===== src/rtl/stg5wb_pkg.sv =====
// Shared widths, opcodes and target-field layout for the write-back stage.
// Optional write-through bypass is enabled by defining STG5WB_BYPASS_EN.
package stg5wb_pkg;

   localparam int unsigned SIZE_ADDR   = 24;
   localparam int unsigned SIZE_DATA   = 24;
   localparam int unsigned SIZE_OPC    = 8;
   localparam int unsigned SIZE_TGT_GP = 5;
   localparam int unsigned SIZE_TGT_SR = 3;

   localparam int unsigned NUM_GP = 16;
   localparam int unsigned NUM_SR = 4;

   localparam logic [SIZE_OPC-1:0] OPC_NOP = 8'h00;
   localparam logic [SIZE_OPC-1:0] OPC_HLT = 8'hFF;

   // Target fields: top bit flags a valid write, low bits select the register.
   localparam int unsigned TGT_GP_VLD = 4;
   localparam int unsigned TGT_SR_VLD = 2;

   typedef struct packed {
      logic [SIZE_ADDR-1:0]   pc;
      logic [SIZE_DATA-1:0]   instr;
      logic [SIZE_OPC-1:0]    opc;
      logic [SIZE_TGT_GP-1:0] tgt_gp;
      logic [SIZE_TGT_SR-1:0] tgt_sr;
      logic [SIZE_DATA-1:0]   result;
   } wb_instr_t;

   function automatic logic [3:0] gp_index(input logic [SIZE_TGT_GP-1:0] tgt);
      return tgt[3:0];
   endfunction

   function automatic logic [1:0] sr_index(input logic [SIZE_TGT_SR-1:0] tgt);
      return tgt[1:0];
   endfunction

endpackage


===== src/rtl/stg5wb_regfile_gp.sv =====
// 16-entry GP register file: one write port, two async read ports, register 0
// hardwired to zero. Write-through bypass when STG5WB_BYPASS_EN is defined.
module stg5wb_regfile_gp
   import stg5wb_pkg::*;
(
   input  logic                 clk,
   input  logic                 rst,
   input  logic                 we,
   input  logic [3:0]           waddr,
   input  logic [SIZE_DATA-1:0] wdata,
   input  logic [3:0]           ra_addr,
   output logic [SIZE_DATA-1:0] ra_data,
   input  logic [3:0]           rb_addr,
   output logic [SIZE_DATA-1:0] rb_data
);

   logic [SIZE_DATA-1:0] mem_q [NUM_GP];
   logic                 wr_ok;

   assign wr_ok = we && (waddr != 4'd0);

   always_ff @(posedge clk or posedge rst) begin
      if (rst) begin
         for (int i = 0; i < NUM_GP; i++) begin
            mem_q[i] <= '0;
         end
      end else if (wr_ok) begin
         mem_q[waddr] <= wdata;
      end
   end

   always_comb begin
      ra_data = mem_q[ra_addr];
      rb_data = mem_q[rb_addr];
`ifdef STG5WB_BYPASS_EN
      if (wr_ok && (waddr == ra_addr)) ra_data = wdata;
      if (wr_ok && (waddr == rb_addr)) rb_data = wdata;
`endif
      if (ra_addr == 4'd0) ra_data = '0;
      if (rb_addr == 4'd0) rb_data = '0;
   end

endmodule


===== src/rtl/stg5wb.sv =====
// Write-back stage: latches the memory-access outputs, commits to the GP/SR
// files, counts retired instructions and holds a sticky halt. Macro: STG5WB_BYPASS_EN.
module stg5wb
   import stg5wb_pkg::*;
(
   input  logic                   iw_clk,
   input  logic                   iw_rst,
   input  logic [SIZE_ADDR-1:0]   iw_pc,
   input  logic [SIZE_DATA-1:0]   iw_instr,
   input  logic [SIZE_OPC-1:0]    iw_opc,
   input  logic [SIZE_TGT_GP-1:0] iw_tgt_gp,
   input  logic [SIZE_TGT_SR-1:0] iw_tgt_sr,
   input  logic [SIZE_DATA-1:0]   iw_result,
   input  logic [3:0]             iw_rd_a_addr,
   input  logic [3:0]             iw_rd_b_addr,
   output logic [SIZE_DATA-1:0]   ow_rd_a_data,
   output logic [SIZE_DATA-1:0]   ow_rd_b_data,
   input  logic [1:0]             iw_rd_sr_addr,
   output logic [SIZE_DATA-1:0]   ow_rd_sr_data,
   output logic [SIZE_ADDR-1:0]   ow_pc,
   output logic [SIZE_DATA-1:0]   ow_retired,
   output logic                   ow_halt
);

   wb_instr_t            wb_q;
   logic                 halt_q;
   logic [SIZE_DATA-1:0] retired_q;
   logic [SIZE_DATA-1:0] sr_q [NUM_SR];

   logic       is_hlt;
   logic       commit_ok;
   logic       gp_we;
   logic       sr_we;
   logic       retire;
   logic [3:0] gp_idx;
   logic [1:0] sr_idx;
   logic       unused_instr;

   always_ff @(posedge iw_clk or posedge iw_rst) begin
      if (iw_rst) begin
         wb_q <= '0;
      end else begin
         wb_q <= '{pc:     iw_pc,
                   instr:  iw_instr,
                   opc:    iw_opc,
                   tgt_gp: iw_tgt_gp,
                   tgt_sr: iw_tgt_sr,
                   result: iw_result};
      end
   end

   // HLT retires but never writes; once halted nothing commits until reset.
   assign is_hlt    = (wb_q.opc == OPC_HLT);
   assign commit_ok = !halt_q && !is_hlt;
   assign gp_idx    = gp_index(wb_q.tgt_gp);
   assign sr_idx    = sr_index(wb_q.tgt_sr);
   assign gp_we     = wb_q.tgt_gp[TGT_GP_VLD] && commit_ok && (gp_idx != 4'd0);
   assign sr_we     = wb_q.tgt_sr[TGT_SR_VLD] && commit_ok;
   assign retire    = (wb_q.opc != OPC_NOP) && !halt_q;

   assign unused_instr = ^wb_q.instr;

   always_ff @(posedge iw_clk or posedge iw_rst) begin
      if (iw_rst) begin
         halt_q    <= 1'b0;
         retired_q <= '0;
      end else begin
         if (is_hlt) halt_q <= 1'b1;
         if (retire) retired_q <= retired_q + SIZE_DATA'(1);
      end
   end

   always_ff @(posedge iw_clk or posedge iw_rst) begin
      if (iw_rst) begin
         for (int i = 0; i < NUM_SR; i++) begin
            sr_q[i] <= '0;
         end
      end else if (sr_we) begin
         sr_q[sr_idx] <= wb_q.result;
      end
   end

   always_comb begin
      ow_rd_sr_data = sr_q[iw_rd_sr_addr];
`ifdef STG5WB_BYPASS_EN
      if (sr_we && (sr_idx == iw_rd_sr_addr)) ow_rd_sr_data = wb_q.result;
`endif
   end

   stg5wb_regfile_gp u_regfile_gp (
      .clk     (iw_clk),
      .rst     (iw_rst),
      .we      (gp_we),
      .waddr   (gp_idx),
      .wdata   (wb_q.result),
      .ra_addr (iw_rd_a_addr),
      .ra_data (ow_rd_a_data),
      .rb_addr (iw_rd_b_addr),
      .rb_data (ow_rd_b_data)
   );

   assign ow_pc      = wb_q.pc;
   assign ow_retired = retired_q;
   assign ow_halt    = halt_q;

endmodule


===== config.mk =====
export PLATFORM = sky130hd
export DESIGN_NAME = stg5wb
export DESIGN_NICKNAME = d
export VERILOG_FILES = /design/src/rtl/stg5wb_pkg.sv /design/src/rtl/stg5wb_regfile_gp.sv /design/src/rtl/stg5wb.sv
export SDC_FILE = /design/constraint.sdc
export NUM_CORES = 1
export LEC_CHECK = 0
export BUFFER_PORTS_ARGS = -buffer_cell sky130_fd_sc_hd__buf_2
export CORE_UTILIZATION = 36
export DETAILED_ROUTE_END_ITERATION = 12
export MAX_ROUTING_LAYER = met4
export PLACE_DENSITY = 0.55
export SETUP_SLACK_MARGIN = 0.1
export SKIP_LAST_GASP = 1
export SYNTH_ARGS = -nofsm -noshare
export SYNTH_HDL_FRONTEND = slang
export SYNTH_SLANG_ARGS = --single-unit

===== constraint.sdc =====
create_clock -name iw_clk -period 27.6 [get_ports iw_clk]
set_input_delay 5.52 -clock iw_clk [delete_from_list [all_inputs] [get_ports iw_clk]]
set_output_delay 5.52 -clock iw_clk [all_outputs]
set_load 0.05 [all_outputs]

; ---- After elaboration in Yosys (flattened, before gate mapping)
; Index checks and enable logic that the tools add are counted.
[classes]
addsub = 1
n_eq_ne = 1
mul = 0
n_div = 0
n_lt_le_gt_ge = 7
shift = 0
bitwise = 5
reduce_logical = 14
muxes = 17
[ops]
columns = operator, count
row1 = $bwmux W384, 1
row2 = $mux W24, 10
row3 = $bmux W24 S4, 2
row4 = $bwmux W96, 1
row5 = $demux W24 S4, 1
row6 = $bmux W24 S2, 1
row7 = $demux W24 S2, 1
row8 = $add A24 B1 Y24 const B, 1
row9 = $ge A5 B5 Y1 const B, 3
row10 = $not A4 Y5, 3
row11 = $eq A8 B8 Y1 const B, 1
row12 = $logic_and A1 B1 Y1, 8
row13 = $logic_not A4 Y1, 2
row14 = $reduce_bool A8 Y1, 1
row15 = $ge A3 B3 Y1 const B, 2
row16 = $not A2 Y3, 2
row17 = $lt A5 B1 Y1 const B, 1
row18 = $reduce_bool A4 Y1, 1
row19 = $lt A3 B1 Y1 const B, 1
row20 = $logic_not A1 Y1, 2
[word_totals]
ram_bits = 0
reg_bits = 569
rom_bits = 0
out_inout_bits = 121
wordCells = 72
memories = 0
latchBits = 0

; ---- Logic depth before layout (Yosys ltp)
[logic_depth]
word_depth = 6
ltp_mapped = 8
ltp_nobuf = 5

; ---- Hierarchy
; Synthesis repeated with hierarchy kept, for this count alone.
[hier_totals]
cells_unflattened = 1756
area_unflattened_um2 = 27022.2
[by_module_without_submodules]
columns = module, cells_per_inst, area_per_inst_um2, n_inst
row1 = stg5wb_regfile_gp, 1327, 19550.0, 1
row2 = stg5wb, 429, 7472.2, 1

; ---- Worst setup path before layout
; Ideal clock, no wire load.
[synth_path]
path_type = input to output
startpoint = input iw_rd_a_addr[1]
endpoint = output ow_rd_a_data[11]
required_time_ns = 22.080
arrival_ns = 7.499
path_buffers = 3
path_slack_ns = 14.581
cell_stages = 6
path_cell_list = buf_2 > clkbuf_1 > clkbuf_1 > mux4_2 > a22oi_1 > a21oi_1
[synth_between]
elab_chain_len = 5
elab_cells_between_ends = 6
[synth_lines]
columns = element, line_no
row1 = from (decl), stg5wb.sv:14  ; input logic [3:0] iw_rd_a_addr,
row2 = $not A4 Y5 (not written as such), stg5wb_regfile_gp.sv:33  ; ra_data = mem_q[ra_addr];
row3 = $bmux W24 S4, stg5wb_regfile_gp.sv:33
row4 = $mux W24 (not written as such) (2 in series), stg5wb_regfile_gp.sv:33
row5 = $mux W24 (*), stg5wb_regfile_gp.sv:39  ; if (ra_addr == 4'd0) ra_data = '0;
row6 = to (decl), stg5wb.sv:16  ; output logic [SIZE_DATA-1:0] ow_rd_a_data,
; Every way passes the cells marked *; elsewhere a longest branch is shown, timed or not. The select of a mux whose other input is x is not followed.

; ---- Worst setup path after layout
[layout_path]
startpoint = input iw_rd_b_addr[1]
endpoint = output ow_rd_b_data[16]
[layout_between]
elab_chain_len = 5
elab_cells_between_ends = 6
[layout_lines]
columns = element, line_no
row1 = from (decl), stg5wb.sv:15  ; input logic [3:0] iw_rd_b_addr,
row2 = $not A4 Y5 (not written as such), stg5wb_regfile_gp.sv:34  ; rb_data = mem_q[rb_addr];
row3 = $bmux W24 S4, stg5wb_regfile_gp.sv:34
row4 = $mux W24 (not written as such) (2 in series), stg5wb_regfile_gp.sv:34
row5 = $mux W24 (*), stg5wb_regfile_gp.sv:40  ; if (rb_addr == 4'd0) rb_data = '0;
row6 = to (decl), stg5wb.sv:17  ; output logic [SIZE_DATA-1:0] ow_rd_b_data,
; Marked as above.

==> out/qor.yml <==
cells_and_area:
  nNetsFinal: 2076
  final_common_cell: "dfrtp_1"
  fillers: 7048
  drive_gt1_share_pct: 47.6
  area_growth_pct: 13.6
  layout_common_cells: "dfrtp_1, mux2_2, buf_2"
global_routing:
  first_global_vias: 18450
  grt_use_total_pct: 21.5
  antenna_found_initial: 7
  grt_max_degree: 95
  overflow: 0
  grt_pass1_wl_mm: 120
timing:
  finalHoldViolCount: 0
  skew_ns: 0.0281
  slew_headroom_pct: 15.2
  min_period_ns: 14.46
  finalMaxSlewViolations: 0
  max_clock_freq_mhz: 69.2
  whs_ns: 0.391
  setup_viol: 0
  finalCritPeriodShare_pct: 52.4
  rsz0062_at_grt: "no"
  worstMarginPinSlew_ns: 1.27
  tns_ns: 0
placed_design:
  gp_congestion: 0.803
  port_buffers: 196
  hpwl_mm: 48.5
clock_tree:
  cts-buffers-inserted: 68
  cts_setup_buffers: 0
  tritoncts: "yes"
  path_clk_slew_ns: 0.05
  ctsHoldBuffers: 0
  insertion_delay_ns: 0.62
  root_buffer: "clkbuf_16"
  post_cts_resized: 0
  cts.sinks: 569
  cts_buffer_depth: 3
  htree_levels: 3
logic_synthesis:
  synth_top_family_by_area: "multiplexers"
  synth-xor-area-share_pct: 0.720
  synth_cell_types: 47
  synth-edff-count: 0
  synth_area_leader_cell: "dfrtp_1"
  ys_seq_elements: 569
  syn_avg_cell_area_um2: 14.8
  synth_area_um2: 28000
  postSynthCellCount: 1890
  synth_top_area_share_pct: 50.9
  ys_seq_area_share_pct: 50.9
  syn_nets: 1991
  yosys_warnings: 0
  yosys.area_share.simple_pct: 2.44
  muxShareOfSynthArea_pct: 35.8
  synth-compound-area-share_pct: 5.76
  synthFlopType: "dfrtp_1"
  synth.area.top_cells: "dfrtp_1, mux2_2, mux4_2"
  synth_adder_area_share_pct: 0.0447
  synthArstFlopShare_pct: 100
critical_path:
  worstSetupStartpoint: "iw_rd_b_addr[1]"
  rr_startpoint: "ow_halt"
  endpoint: "ow_rd_b_data[16]"
  slowest_delay_ns: 0.92
  rrSetupSlack_ns: 25.22
  crit_path_cell_trace: "buf_4 -> buf_4 -> nor2b_2 -> a221oi_1 -> a211oi_1 -> a21oi_1 -> buf_2"
  required_ns: 22.08
  critPathMostFrequentCell: "buf_4"
  worstSetupPathType: "in2out"
  worstPathMaxFanout: 57
  crit_arrival_ns: 8.94
  reg2reg_depth: 4
  cpMaxStageDelayCell: "buf_4"
  r2r-end: "u_regfile_gp.mem_q[274]"
  critical_path.startpoint_type: "input pin"
  endpoint_kind: "primary output"
floorplan:
  start_util_pct: 36.6
  die_x_um: 281
  die_area_um2: 78800
  rows: 101
  ios: 221
  fp.coreArea_um2: 76500
  die_y_um: 281
power:
  power_switching_share_pct: 29.8
  power_leakage_nw: 14.3
  p_sw_mw: 0.783
  p_int_mw: 1.84
  combPwrFrac_pct: 22.1
  clkPwrFrac_pct: 35.3
  p_seq_share_pct: 42.6
  powerDensity_nw_per_um2: 82.7
  irDropWorstVdd_mv: 0.0719
  p_total_mw: 2.63
drt:
  drt_iter0_drc: 1186
  via_count: 17274
  post_drt_wl_per_cell_um: 26.4
  drt_wl_total_mm: 80.6
  vias_per_cell: 5.65
  ant_nets: 0
  drc: 0
  drtPass1Iterations: 5
run:
  drv_cap: 0
min_path:
  hold_class: "reg2reg"
outcome:
  status: "completed"
==> critical path, delay by kind of cell <==
kind | cells | cell delay [ns]
AOI/OAI and AO/OA | 3 | 0.73
buffers and inverters | 3 | 1.76
and+or+nand+nor | 1 | 0.90
==> power groups by stage <==
stage / clock, mW / combinational (mW) / sequential (mW)
finish: 0.927 / 0.582 / 1.12
floorplan: 0 / 0.459 / 1.11
detailed placement: 0 / 0.585 / 1.13
global placement: 0 / 0.575 / 1.11
CTS: 0.952 / 0.587 / 1.12
global route: 0.988 / 0.621 / 1.14
==> synth_stat cells, drive strengths merged, types with 2 or more instances <==
| cell type | n |
|---|---|
| a211oi | 20 |
| mux2i | 153 |
| nor2b | 6 |
| xnor2 | 20 |
| clkbuf | 89 |
| nand4b | 3 |
| a21oi | 28 |
| buf | 136 |
| nand3 | 10 |
| a22oi | 47 |
| nand4 | 11 |
| and2 | 6 |
| nor2 | 5 |
| mux4 | 139 |
| a21o | 29 |
| mux2 | 456 |
| xor2 | 3 |
| nand2b | 3 |
| and3 | 33 |
| nor4 | 2 |
| a221o | 28 |
| and4 | 4 |
| a221oi | 48 |
| or4b | 3 |
| inv | 8 |
| dfrtp | 569 |
| nor3 | 2 |
| nand2 | 19 |
| and4bb | 2 |
==> worst min path at each step <==
stage          cells past startpoint                     from                       to  slack [ns]
3_5_place_dp                       0  u_regfile_gp.mem_q[370]  u_regfile_gp.mem_q[370]        0.38
5_1_grt                            0  u_regfile_gp.mem_q[368]  u_regfile_gp.mem_q[368]        0.41
6_report                           0  u_regfile_gp.mem_q[381]  u_regfile_gp.mem_q[381]        0.39
2_1_floorplan                      1  u_regfile_gp.mem_q[360]  u_regfile_gp.mem_q[360]        0.44
4_1_cts                            0  u_regfile_gp.mem_q[369]  u_regfile_gp.mem_q[369]        0.40
3_3_place_gp                       0  u_regfile_gp.mem_q[379]  u_regfile_gp.mem_q[379]        0.38
==> cell families (layout without fill, tap and decap cells) <==
family	count (synthesis)	in the layout
muxes	748	748
buffers and inverters	233	367
xor gates and xnor gates	23	23
AOI/OAI and AO/OA	204	204
other	0	3
DFF	569	569
adders and majority gates	1	1
and+or+nand+nor	112	112
==> metal layers <==
layer	share of wire, %	vias to the layer above	wire [µm]	global-route usage [%]
met5	0	-	0	-
met4	2.5	0	2020	6.43
met3	6.5	133	5270	4.68
met2	48	557	38300	33.6
met1	43	9236	35000	28.0
li1	-	7348	-	-
==> sequential cells by signal, summed over array words and instances (netlist names) <==
register	flops
gp_idx	4
ow_halt	1
ow_pc	24
ow_retired	24
sr_idx	2
sr_q	96
u_regfile_gp.mem_q	384
wb_q	34
==> final cells by class <==
cell class	instances	area, µm²	area share, %
Timing Repair Buffer	240	1330	4.18
Sequential cell	569	14200	44.8
Antenna cell	3	7.51	0.0236
Clock inverter	21	269	0.846
Inverter	8	37.5	0.118
Multi-Input combinational cell	1088	12600	39.5
Clock buffer	98	2060	6.48
Tap cell	1030	1290	4.06
==> through the flow <==
step	cells	instance area (µm²)	setup slack [ns]	utilization, %
detailed placement	2935	29400	13.13	38.5
CTS	3054	31800	13.13	41.6
global placement	2935	29400	13.09	38.5
finish	3057	31800	13.14	41.6
global route	3057	31800	12.93	41.6
floorplan	1890	28000	6.16	-
Power figures use the tool's default switching activity.
